### config.mk
export PLATFORM = sky130hd
export DESIGN_NAME = multdiv_seq
export DESIGN_NICKNAME = d
export VERILOG_FILES = /design/src/rtl/multdiv_pkg.sv /design/src/rtl/count_down_32.sv /design/src/rtl/multdiv_seq.sv
export SDC_FILE = /design/constraint.sdc
export NUM_CORES = 1
export LEC_CHECK = 0
export ABC_AREA = 1
export BUFFER_PORTS_ARGS = -buffer_cell sky130_fd_sc_hd__buf_2
export CORE_AREA = 2 2 39 41
export CTS_CLUSTER_DIAMETER = 60
export CTS_CLUSTER_SIZE = 28
export DETAILED_ROUTE_END_ITERATION = 8
export DIE_AREA = 0 0 41 43
export PLACE_DENSITY = 0.57
export SLEW_MARGIN = 10
export SYNTH_ARGS = -nofsm -noshare
export SYNTH_HDL_FRONTEND = slang
export SYNTH_SLANG_ARGS = --single-unit
### constraint.sdc
create_clock -name clk -period 1.2 [get_ports clk]
set_input_delay 0.06 -clock clk [delete_from_list [all_inputs] [get_ports clk]]
set_output_delay 0.06 -clock clk [all_outputs]
set_load 0.005 [all_outputs]
### src/rtl/multdiv_pkg.sv
// multdiv_pkg: shared state encoding and iteration constants for the multdiv sequencer.
package multdiv_pkg;
    typedef enum logic [1:0] {IDLE, LOAD, RUN, DONE} state_t;
    localparam int MULTDIV_DIV_ITERS   = 32;
    localparam int MULTDIV_BOOTH_ITERS = MULTDIV_DIV_ITERS / 2;
    localparam int MULTDIV_CNT_W       = 5;
endpackage

### src/rtl/count_down_32.sv
// count_down_32: loadable, enabled down-counter with a zero flag.
module count_down_32
    import multdiv_pkg::*;
#(
    parameter int W = MULTDIV_CNT_W
) (
    input  logic         clk,
    input  logic         reset,
    input  logic         load,
    input  logic [W-1:0] load_value,
    input  logic         en,
    output logic [W-1:0] out,
    output logic         zero
);
    always_ff @(posedge clk) begin
        if (reset) out <= '0;
        else if (load) out <= load_value;
        else if (en) out <= out - 1'b1;
    end
    assign zero = (out == '0);
endmodule

### src/rtl/multdiv_seq.sv
// multdiv_seq: iteration sequencer for the iterative multiplier/divider.
// Define MULTDIV_SEQ_BOOTH_EN for radix-4 Booth multiply (half the multiply iterations).
module multdiv_seq
    import multdiv_pkg::*;
#(
    parameter int DIV_ITERS = MULTDIV_DIV_ITERS,
    parameter int CNT_W     = MULTDIV_CNT_W
) (
    input  logic             clk,
    input  logic             reset,
    input  logic             ctrl_MULT,
    input  logic             ctrl_DIV,
    input  logic             div_by_zero,
    output logic             busy,
    output logic             op_is_div,
    output logic             load,
    output logic             step,
    output logic [CNT_W-1:0] iter,
    output logic             data_resultRDY,
    output logic             data_exception
);
`ifdef MULTDIV_SEQ_BOOTH_EN
    localparam int MULT_N = DIV_ITERS / 2;
`else
    localparam int MULT_N = DIV_ITERS;
`endif
    localparam logic [CNT_W-1:0] DIV_LAST  = CNT_W'(DIV_ITERS - 1);
    localparam logic [CNT_W-1:0] MULT_LAST = CNT_W'(MULT_N - 1);

    state_t state, state_next;
    logic start, exc, zero, dbz, cnt_load;

    assign start = ctrl_MULT || ctrl_DIV;
    assign dbz   = op_is_div && div_by_zero;

    always_ff @(posedge clk) begin
        if (reset) begin
            state     <= IDLE;
            op_is_div <= 1'b0;
            exc       <= 1'b0;
        end else begin
            state <= state_next;
            if (start) op_is_div <= ctrl_DIV && !ctrl_MULT;
            if (state == LOAD) exc <= dbz;
        end
    end

    // Any ctrl pulse restarts at LOAD, aborting whatever is in flight.
    always_comb begin
        state_next     = start ? LOAD
                       : state == LOAD ? (dbz ? DONE : RUN)
                       : state == RUN  ? (zero ? DONE : RUN)
                       : IDLE;
        busy           = (state == LOAD) || (state == RUN);
        load           = state == LOAD;
        step           = state == RUN;
        data_resultRDY = state == DONE;
        data_exception = (state == DONE) && exc;
        cnt_load       = (state == LOAD) && !dbz;
    end

    count_down_32 #(.W(CNT_W)) u_iter (
        .clk       (clk),
        .reset     (reset),
        .load      (cnt_load),
        .load_value(op_is_div ? DIV_LAST : MULT_LAST),
        .en        (step && !zero),
        .out       (iter),
        .zero      (zero)
    );
endmodule

==> out/results.md <==
| Item | Value |
| --- | --- |
| Cell taking the most area after synthesis | dfxtp_1 |
| Total core area | 1380 um^2 |
| Root Buffer Master | clkbuf_4 |
| Warnings, synthesis | 0 |
| Pre-CTS worst setup slack | 0.0448 ns |
| Number of hold violations in the final report | 0 |
| Die outline width | 41 um |
| Layout cell share with drive strength beyond 1 | 0.367 |
| Fill cell total of the finished layout | 137 |
| Setup repair after global routing missed its margin | yes |
| Total routing resource utilization after global routing | 0.152 |
| Tmin final | 1.18 ns |
| Total of endpoints with negative setup slack in the final report | 0 |
| Cell count after placement | 101 |
| Top fanout value on the critical path | 4 |
| Maximum clock rate | 844 MHz |
| Number of buffers inserted by port buffering | 15 |
| Synthesized netlist net count | 76 |
| Slowest cell on crit path | dfxtp_2 |
| DPL Wire Length | 804 um |
| Effective utilization at floorplan | 0.350 |
| Sequential fraction of design power | 0.429 |
| Share of the synthesized area in the top cell type | 0.372 |
| Share of the yosys chip area belonging to registers | 0.372 |
| Internal power consumption | 0.568 mW |
| Unique masters post-synth | 17 |
| Number of cells on the critical path | 4 |
| TritonCTS clock tree | built |
| Cell area after layout | 654 um^2 |
| Number of synthesized register bits | 9 |
| # H-tree levels | 1 |
| Netlist area before placement | 484 um^2 |
| Maximum number of pins on one net before global-route repair | 10 |
| Sum of buffers and inverters on the critical path | 3 |
| Pre-Repair DR Iteration Count | 4 |
| Worst setup SP type | register |
| Worst setup skew after layout | 0.00583 ns |
| Number of antenna violations at the first check in global routing | 0 |
| I/O pin count | 16 |
| Worst relative slew slack | 0.865 |
| Count of antenna-violating nets left after detailed routing | 0 |
| Kind of capture point of the worst setup path | primary output |
| Clk sink count | 9 |
| First-pass GRT wire length | 1740 um |
| Leading cell types in the layout, fill and taps excluded | 15 x buf_2, 14 x nand2_1, 10 x inv_1 |
| Cts bufs inserted | 3 |
| Switching part of the total | 0.323 |
| Diode count | 0 |
| Post-Synthesis Cells | 67 |
| Data arrival at the endpoint of the critical path | 1.12 ns |
| Count of unresolved DRC violations after routing | 0 |
| Maximum buffer depth of the clock tree | 2 |
| Static Leak | 0.356 nW |
| Ratio of total power to cell area | 1280 nW/um^2 |
| Final wirelength | 1050 um |
| Syn avg cell area | 7.23 um^2 |
| Row Count | 14 |
| Detail-routed via count per cell | 4.65 |
| Iter 0 DRT Violations | 8 |
| Number of slew-limit violations in the final report | 0 |
| DR WL/cell | 9.93 um |
| Net switching component of the power | 0.271 mW |
| Non-filler cells, final | 106 |
| Least-Margin Pin Slew | 0.203 ns |
| Slowest stage delay, CP | 0.34 ns |
| Logic depth of the worst register-to-register path | 7 |
| Congestion Overflow GR | 0 |
| Clock slew seen by the registers of the worst setup and hold paths | 0.07 ns |
| Worst-skew pair later-pin latency | 0.27 ns |
| Total vias in the final route | 493 |
| Die height | 43 um |
| Net count, final | 100 |
| WP data required | 1.14 ns |
| Peak ir drop on the vdd network | 0.000687 V |
| Vias in the first global route | 438 |
| Final worst slack | 0.0153 ns |
| Type of the worst setup path | register to primary output |
| Area growth from synthesis to layout | 35.1% |
| Path category of the worst min-delay check | input pin to register |
| Most common cell after layout, fill and taps aside | buf_2 |
| Dominant cells by area after synthesis | dfxtp_1 37%, nand2_1 11%, ha_1 10% |
| Final Wtd Congestion | 0.755 |
| Cells traversed along the worst timing path | inv_1 -> ha_1 -> buf_4 -> buf_2 |
| Share of power burned in combinational logic | 0.285 |
| Part of the total power dissipated in the clock network | 0.287 |
| Run status | finished clean |
| Total die area | 1760 um^2 |
| Placed Instance Area | 602 um^2 |
| Tcrit/Tclk final | 0.987 |
| Count of cells along the worst hold path | 3 |
| Cell family with most CP delay | flip-flops |
| Number of max-cap violations | 0 |
==> area by class of cell <==
type                    instances  area, um^2  area share
flip-flops and latches          9         183       0.279
clock inverters                 1        5.00     0.00765
inverters                      12        45.0      0.0688
repair buffers                 19         108       0.164
multi-input cells              46         272       0.415
clock buffers                   3        22.5      0.0344
well taps                      16        20.0      0.0306
==> registers in the layout, summed over array words and instances, names as in the netlist <==
| name | cells |
|---|---|
| exc | 1 |
| u_iter.out | 5 |
| state | 2 |
| op_is_div | 1 |
==> layer usage <==
metal | share of wire | track usage
met1 | 0.44 | 0.181
met5 | 0 | 0
met4 | 0.012 | 0.0800
met3 | 0.057 | 0.0785
met2 | 0.49 | 0.213
==> path summary, 6_finish.rpt <==
check / end / slack (ns) / startpoint
hold reg to reg: u_iter.out[4] / 0.51 / u_iter.out[4]
setup / recovery: load / 0.02 / state[1]
hold / removal: state[0] / 0.02 / ctrl_MULT
setup reg to reg: u_iter.out[2] / 0.09 / u_iter.out[1]
==> Yosys cell counts <==
cell type,instances
nor3_1,1
nand3_1,8
or2_2,1
o21ai_0,2
o21ai_1,1
nand3b_1,1
inv_1,12
or2_1,1
nand2_1,14
nand2_4,1
dfxtp_1,9
ha_1,4
nand2_2,2
nor2_1,3
nand3_2,1
nor2_2,1
a21oi_1,5
==> per-stage QoR <==
stage,TNS [ns],power (mW),util,hold slack [ns]
2_1_floorplan,0,0.503,-,0.129
3_3_place_gp,0,0.585,0.435,0.260
3_5_place_dp,0,0.589,0.435,0.259
4_1_cts,0,0.837,0.464,0.0107
5_1_grt,-0.0433,0.901,0.473,0.0403
6_report,0,0.839,0.473,0.0156
==> kinds of logic after synthesis <==
logic type,synth area share
adder cells (fa/ha/maj),0.103
buffers and inverters,0.0930
AND/OR/NAND/NOR,0.349
AO/OA/AOI/OAI,0.0827
flip-flops,0.372
==> power by group through the flow <==
stage	Combinational, mW	Clock (mW)	Sequential [mW]
5_1_grt	0.272	0.264	0.365
4_1_cts	0.228	0.250	0.359
3_3_place_gp	0.222	0	0.363
6_report	0.239	0.240	0.360
2_1_floorplan	0.138	0	0.365
3_5_place_dp	0.224	0	0.364
==> repair_timing <==
action | in CTS | in global routing
pin swaps | 0 | 1
endpoints found under the hold margin | 1 | 0
resized for setup | 2 | 4
hold buffers | 1 | 0
buffers inserted | 0 | 0
setup endpoints to repair | 2 | 6
==> worst register-to-register path, stage by stage (launching register included) <==
cell	delay [ns]
dfxtp_1	0.32
inv_1	0.10
ha_4	0.15
inv_1	0.05
or2_1	0.20
nand3_1	0.06
nand2_1	0.06
a21oi_1	0.11
Note: power is estimated with default switching activity, not from simulation.
